===== config.mk =====
export PLATFORM = sky130hd
export DESIGN_NAME = spi_cmd_decoder
export DESIGN_NICKNAME = d
export VERILOG_FILES = /design/src/rtl/spi_cmd_decoder.sv
export SDC_FILE = /design/constraint.sdc
export NUM_CORES = 1
export LEC_CHECK = 0
export ABC_AREA = 1
export CAP_MARGIN = 20
export CORE_MARGIN = 5
export CORE_UTILIZATION = 50
export CTS_CLUSTER_DIAMETER = 100
export DETAILED_ROUTE_END_ITERATION = 7
export PLACE_DENSITY = 0.84
export SKIP_LAST_GASP = 1
export SYNTH_ARGS = -nofsm -noshare
export SYNTH_HDL_FRONTEND = slang
export SYNTH_SLANG_ARGS = --single-unit

===== constraint.sdc =====
create_clock -name clk -period 4.2 [get_ports clk]
set_clock_uncertainty 0.15 [all_clocks]
set_input_delay 0.42 -clock clk [delete_from_list [all_inputs] [get_ports clk]]
set_output_delay 0.42 -clock clk [all_outputs]
set_load 0.03 [all_outputs]

===== src/rtl/spi_cmd_decoder.sv =====
// spi_cmd_decoder: register-bus initiator driven by the SPI byte shifter.
// It decodes a command byte and then the data or dummy bytes of one chip-select frame
// into single-cycle read/write strobes on the PWM register block. Read data is returned
// to the shifter through tx_data/tx_load. Bursts auto-increment the address (mod 64)
// when AUTO_INC is set.
//
// Ports:
//   clk, rst          peripheral clock, synchronous active-high reset
//   frame_active      SPI chip select asserted
//   byte_valid        byte_in holds a complete received byte (one-cycle pulse)
//   byte_in           received byte
//   tx_data, tx_load  byte for the shifter, with a one-cycle latch pulse
//   overrun           byte arrived while a read was still in flight (one-cycle pulse)
//   read, write       one-cycle register strobes
//   addr, data_write  register address and write data (hold between strobes)
//   data_read         register read data, valid READ_LAT cycles after the read strobe
module spi_cmd_decoder #(
  parameter bit          AUTO_INC = 1'b1,
  parameter int unsigned READ_LAT = 1
) (
  input  logic       clk,
  input  logic       rst,
  input  logic       frame_active,
  input  logic       byte_valid,
  input  logic [7:0] byte_in,
  output logic [7:0] tx_data,
  output logic       tx_load,
  output logic       overrun,
  output logic       read,
  output logic       write,
  output logic [5:0] addr,
  output logic [7:0] data_write,
  input  logic [7:0] data_read
);

  localparam int unsigned CntW = (READ_LAT > 0) ? $clog2(READ_LAT + 1) : 1;

  typedef enum logic [2:0] {
    StIdle,
    StCmd,
    StWrData,
    StRdIssue,
    StRdWait,
    StRdShift
  } state_e;

  state_e          state_q;
  logic [CntW-1:0] lat_cnt_q;
  logic            rd_pend_q;
  logic            lat_done;

  // Read data is due on the bus this cycle.
  assign lat_done = rd_pend_q && (lat_cnt_q == CntW'(READ_LAT));

  always_ff @(posedge clk) begin
    if (rst) begin
      state_q    <= StIdle;
      lat_cnt_q  <= '0;
      rd_pend_q  <= 1'b0;
      read       <= 1'b0;
      write      <= 1'b0;
      tx_load    <= 1'b0;
      overrun    <= 1'b0;
      addr       <= 6'h00;
      data_write <= 8'h00;
      tx_data    <= 8'h00;
    end else begin
      read    <= 1'b0;
      write   <= 1'b0;
      tx_load <= 1'b0;
      overrun <= 1'b0;

      // Post-increment at the end of the write cycle; a write issued on this same edge
      // therefore already sees the new address.
      if (AUTO_INC && write) begin
        addr <= addr + 6'd1;
      end

      // Latency tracking runs independently of the state so a read aborted by a frame
      // drop still completes its capture (tx_load is then suppressed below).
      if (rd_pend_q) begin
        if (lat_done) begin
          tx_data   <= data_read;
          rd_pend_q <= 1'b0;
        end else begin
          lat_cnt_q <= lat_cnt_q + 1'b1;
        end
      end

      if (!frame_active) begin
        state_q <= StIdle;
      end else begin
        unique case (state_q)
          StIdle: state_q <= StCmd;

          StCmd: begin
            if (byte_valid) begin
              addr    <= byte_in[5:0];
              state_q <= byte_in[7] ? StWrData : StRdIssue;
            end
          end

          StWrData: begin
            if (byte_valid) begin
              data_write <= byte_in;
              write      <= 1'b1;
            end
          end

          StRdIssue: begin
            read      <= 1'b1;
            rd_pend_q <= 1'b1;
            lat_cnt_q <= '0;
            state_q   <= StRdWait;
            if (byte_valid) begin
              overrun <= 1'b1;
            end
          end

          StRdWait: begin
            if (byte_valid) begin
              overrun <= 1'b1;
            end
            if (lat_done) begin
              tx_load <= 1'b1;
              state_q <= StRdShift;
            end
          end

          StRdShift: begin
            // Dummy byte clocked in by the master: fetch the next register.
            if (byte_valid) begin
              if (AUTO_INC) begin
                addr <= addr + 6'd1;
              end
              state_q <= StRdIssue;
            end
          end

          default: state_q <= StIdle;
        endcase
      end
    end
  end

endmodule

; Yosys cells after proc, flatten, opt, wreduce, memory -nomap -nowiden
; Cells that the tools add are included.
[word_totals]
register_bits = 31
in_bits = 20
output_inout_bits = 26
wordCells = 55
[classes]
addsub = 2
n_eq_ne = 8
n_mux = 21
n_bitwise = 4
reduce_logical = 10
[ops]
columns = op, count
row1 = 6-bit two-way mux, 4
row2 = 3-bit one-hot mux with 6 select lines, 1
row3 = 1-bit two-way mux, 12
row4 = 6-bit one-hot mux with 2 select lines, 1
row5 = 3-bit two-way mux, 3
row6 = 3-bit OR reduction, 3
row7 = 6-bit by 1-bit adder with 6-bit output (second input constant), 1
row8 = 3-bit by 2-bit equality test with 1-bit output (second input constant), 2
row9 = 3-bit equality test (second input constant), 2
row10 = 2-bit != test (second input constant), 3
row11 = 1-bit NOT, 4
row12 = 4-bit AND reduction, 1
row13 = 2-bit OR reduction, 2
row14 = 3-bit by 1-bit equality test with 1-bit output (second input constant), 1
row15 = 3-bit logical NOT, 1
row16 = 3-bit AND reduction, 1
row17 = 2-bit AND reduction, 1
row18 = 1-bit adder (second input constant), 1
row19 = 1-bit logical AND, 1

; Longest topological paths before layout
[depth]
word_depth = 5
ltp_mapped = 10
depth_no_buf = 10

; Least setup slack after synthesis
; No wires, ideal clock.
[synth_timing]
path_kind = reg2reg
from = reg addr[0]
to = reg addr[4]
setup_ps = 117
arrival_ps = 1431
required_ps = 3933
path_slack_ps = 2502
path_stages_with_launch = 11
n_path_buf = 0
synth_period_minus_slack_ps = 1698
cell_sequence = dfxtp_1 ha_1 nand3_1 nand2_1 nand3_1 o211ai_2 nand2_1 nand2_1 nand2_1 nand2_1 nand2_1
[synth_between]
elab_chain_len = 5
elab_cells_between_ends = 6
classes_between = add/sub: 1 / mux: 5
[synth_rtl]
columns = item, line_no
row1 = start: declaration, 31  ; output logic [5:0] addr,
row2 = start signal: assignment, 76  ; addr <= addr + 6'd1;
row3 = start signal: assignment, 98  ; addr <= byte_in[5:0];
row4 = start signal: assignment, 134  ; addr <= addr + 6'd1;
row5 = 6-bit by 1-bit adder with 6-bit output (*), "76, 134"
row6 = 6-bit two-way mux, 75  ; if (AUTO_INC && write) begin
row7 = 6-bit two-way mux (on tied branches), "132, 97"
row8 = 6-bit one-hot mux with 2 select lines, 93  ; unique case (state_q)
row9 = 6-bit two-way mux (*), 90  ; if (!frame_active) begin
; Mark *: on every way between the ends. The rest lies on a longest branch, timed or not.
; A chain may end at the register's enable or synchronous reset.

; Worst setup path after layout
[layout_timing]
from = reg write
to = out write
[layout_rtl]
columns = item, line_no
row1 = start: declaration, 30  ; output logic write,
row2 = start signal: assignment, 61  ; write <= 1'b0;
row3 = start signal: assignment, 69  ; write <= 1'b0;
row4 = start signal: assignment, 106  ; write <= 1'b1;
; No word-level cell between the ends.

==> impl_metrics.yaml <==
clock_tree:
  cts_root_buf: "clkbuf_4"
  insertion_delay_ps: 340
  cts_hold_buf: 0
  cts_sinks: 31
  numCtsBuffers: 5
  cts_tree: "yes"
  clk_path_buf_depth: 2
  cts_setup_buffers: 0
  cts-resized-gates: 0
  h-tree-depth: 2
  clk_pin_slew_ps: 90
yosys:
  synth_top_area_cell: "dfxtp_1"
  ys.flop_type: "dfxtp_1"
  syn_area_per_cell_um2: 7.37
  synth_edf_count: 0
  synth_seq_area_share: 0.394
  synth_area_um2: 1580
  synth_cell_types: 33
  ys_ff_latch: 31
  synthCells: 214
  ys_top_cells_by_count: "60 x nand2_1, 31 x dfxtp_1, 29 x nor2_1"
  synthMostInstantiatedCell: "nand2_1"
  async_flop_share: 0
  yosys_warnings: 0
  synth_nets: 235
  synth_area_leaders: "dfxtp_1 39%, nand2_1 14%, nor2_1 6.9%, o21ai_0 4.8%, nand3_2 4.4%"
  synth_largest_type_area_fraction: 0.394
sta:
  maxSlewViolCount: 0
  hold_viol: 0
  rsz0062_at_grt: "false"
  post-route-min-period_ps: 2300
  setup_tns_ps: 0
  whs_ps: 327
  setup_viol: 0
  relSlewSlack: 0.644
  tightest_slew_ps: 532
  period_share: 0.548
  clock.fmax_mhz: 434
critical_path:
  crit_path_start: "write$_SDFF_PP0_"
  path_buf_inv: 1
  worstPathRequired_ps: 3630
  worst-path-max-fanout: 11
  critical-path-max-stage-delay_ps: 770
  path_class: "register to output pin"
  rrSetupSlack_ps: 2560
  r2r-start: "addr[0]$_SDFF_PP0_"
  crit_family: "buffers and inverters"
  cp.arrival_ps: 1730
  r2r_cells: 10
  path_depth: 1
  worstPathCellList: "clkdlybuf4s50_1"
  endpoint_kind: "output pin"
  r2r-end: "addr[4]$_SDFF_PP0_"
  setup.worst_path.end: "write"
  crit_slowest_cell: "clkdlybuf4s50_1"
  cp-start-kind: "register"
final_layout:
  syn2layout_area_growth_pct: 35.4
  fin_area_um2: 2130
  nets: 284
  antennaDiodeCount: 0
  drive_gt1_frac: 0.152
  stdcell_count: 308
place:
  dp.cells: 300
  io_buffers: 45
  gp_congestion: 0.857
  dp_hpwl_um: 2860
  place_area_um2: 2060
job:
  max_cap_violations: 0
floorplanning:
  dieWidth_um: 66.2
  row_count: 20
  core-area_um2: 3030
  die_area_um2: 4380
  start_util: 0.521
  io_pins: 46
  fp.dieH_um: 66.2
global_route:
  grtUsageTotal: 0.190
  grt_pass1_vias: 1488
  grt_first_pass_wirelength_um: 6370
  antenna_found_initial: 0
  overflow: 0
  grt_max_degree: 20
pwr:
  p_seq_frac: 0.525
  power.internal_uw: 427
  netSwitchingFraction: 0.256
  power.density_nw_per_um2: 269
  power_uw: 574
  ir_drop_mv: 0.168
  pwr-share-clk: 0.354
  leakage_nw: 0.894
  comb_power_share: 0.120
  p_switching_uw: 147
route:
  firstDrtPassIters: 4
  viasPerCell: 4.93
  routed.top_layer: "met4"
  met3_wirelength_um: 167
  ant_nets: 0
  wl_um: 3730
  drc: 0
  vias: 1519
  drt-met1-wl_um: 1660
  wl_per_cell_um: 12.1
  routed-wl-met2_um: 1790
  drt_iter0_markers: 99
hold_path:
  hp-class: "register to register"
  worst_hold_path.num_cells: 2
outcome:
  outcome: "finished clean"
==> cells in the final DEF, fill, tap and decap left out, drive strengths merged, types with 3 or more instances in the layout <==
cell type,count
a21oi,6
clkbuf,7
clkdlybuf4s50,45
dfxtp,31
inv,22
nand2,63
nand3,18
nor2,35
o211ai,3
o21ai,22
==> power groups by stage <==
stage | combinational [mW] | sequential (mW) | clock [mW]
finish | 0.0691 | 0.302 | 0.203
global route | 0.0755 | 0.302 | 0.222
CTS | 0.0693 | 0.302 | 0.209
detailed placement | 0.0689 | 0.308 | 0
global placement | 0.0685 | 0.308 | 0
floorplan | 0.0346 | 0.312 | 0
==> registers in the layout, summed over array words and instances (netlist names), 3 cells and up <==
name and cells:
state_q 3, data_write 8, addr 6, tx_data 8
==> how the worst min path moves through the flow <==
stage | slack [ps] | to | startpoint
after CTS | 330 | data_write[3]$_SDFFE_PP0P_ | data_write[3]$_SDFFE_PP0P_
after global placement | 310 | data_write[4]$_SDFFE_PP0P_ | data_write[4]$_SDFFE_PP0P_
final | 330 | data_write[3]$_SDFFE_PP0P_ | data_write[3]$_SDFFE_PP0P_
after floorplan | 310 | rd_pend_q$_SDFF_PP0_ | rd_pend_q$_SDFF_PP0_
after global routing | 360 | data_write[4]$_SDFFE_PP0P_ | data_write[4]$_SDFFE_PP0P_
after detailed placement | 320 | data_write[4]$_SDFFE_PP0P_ | data_write[4]$_SDFFE_PP0P_
==> logic make-up (layout without fill, tap and decap cells) <==
logic type	Yosys count	in the layout	share of synthesized area
muxes	1	1	0.00635
buffers and inverters	26	76	0.0778
adders and majority gates	1	1	0.00794
DFF	31	31	0.394
xor gates and xnor gates	2	2	0.0111
and+or+nand+nor	119	119	0.373
AOI/OAI and AO/OA	34	34	0.130
==> layer usage <==
layer	track usage	vias to the layer above
li1	-	783
met5	0	-
met1	0.230	686
met3	0.0459	12
met2	0.306	38
met4	0.107	0
==> stage by stage <==
stage / util / worst slack (ps)
floorplan: - / 2500
global placement: 0.681 / 2100
detailed placement: 0.681 / 2080
CTS: 0.705 / 1890
global route: 0.705 / 1820
finish: 0.705 / 1900
==> area by class of cell <==
class	count	area, um2
inverters	23	103
well taps	44	55.1
multi-input cells	157	833
fillers	265	893
clock buffers	7	65.1
flip-flops and latches	31	621
clock inverters	1	7.51
repair buffers	45	450
No activity file was read; power rests on OpenSTA's default activity.
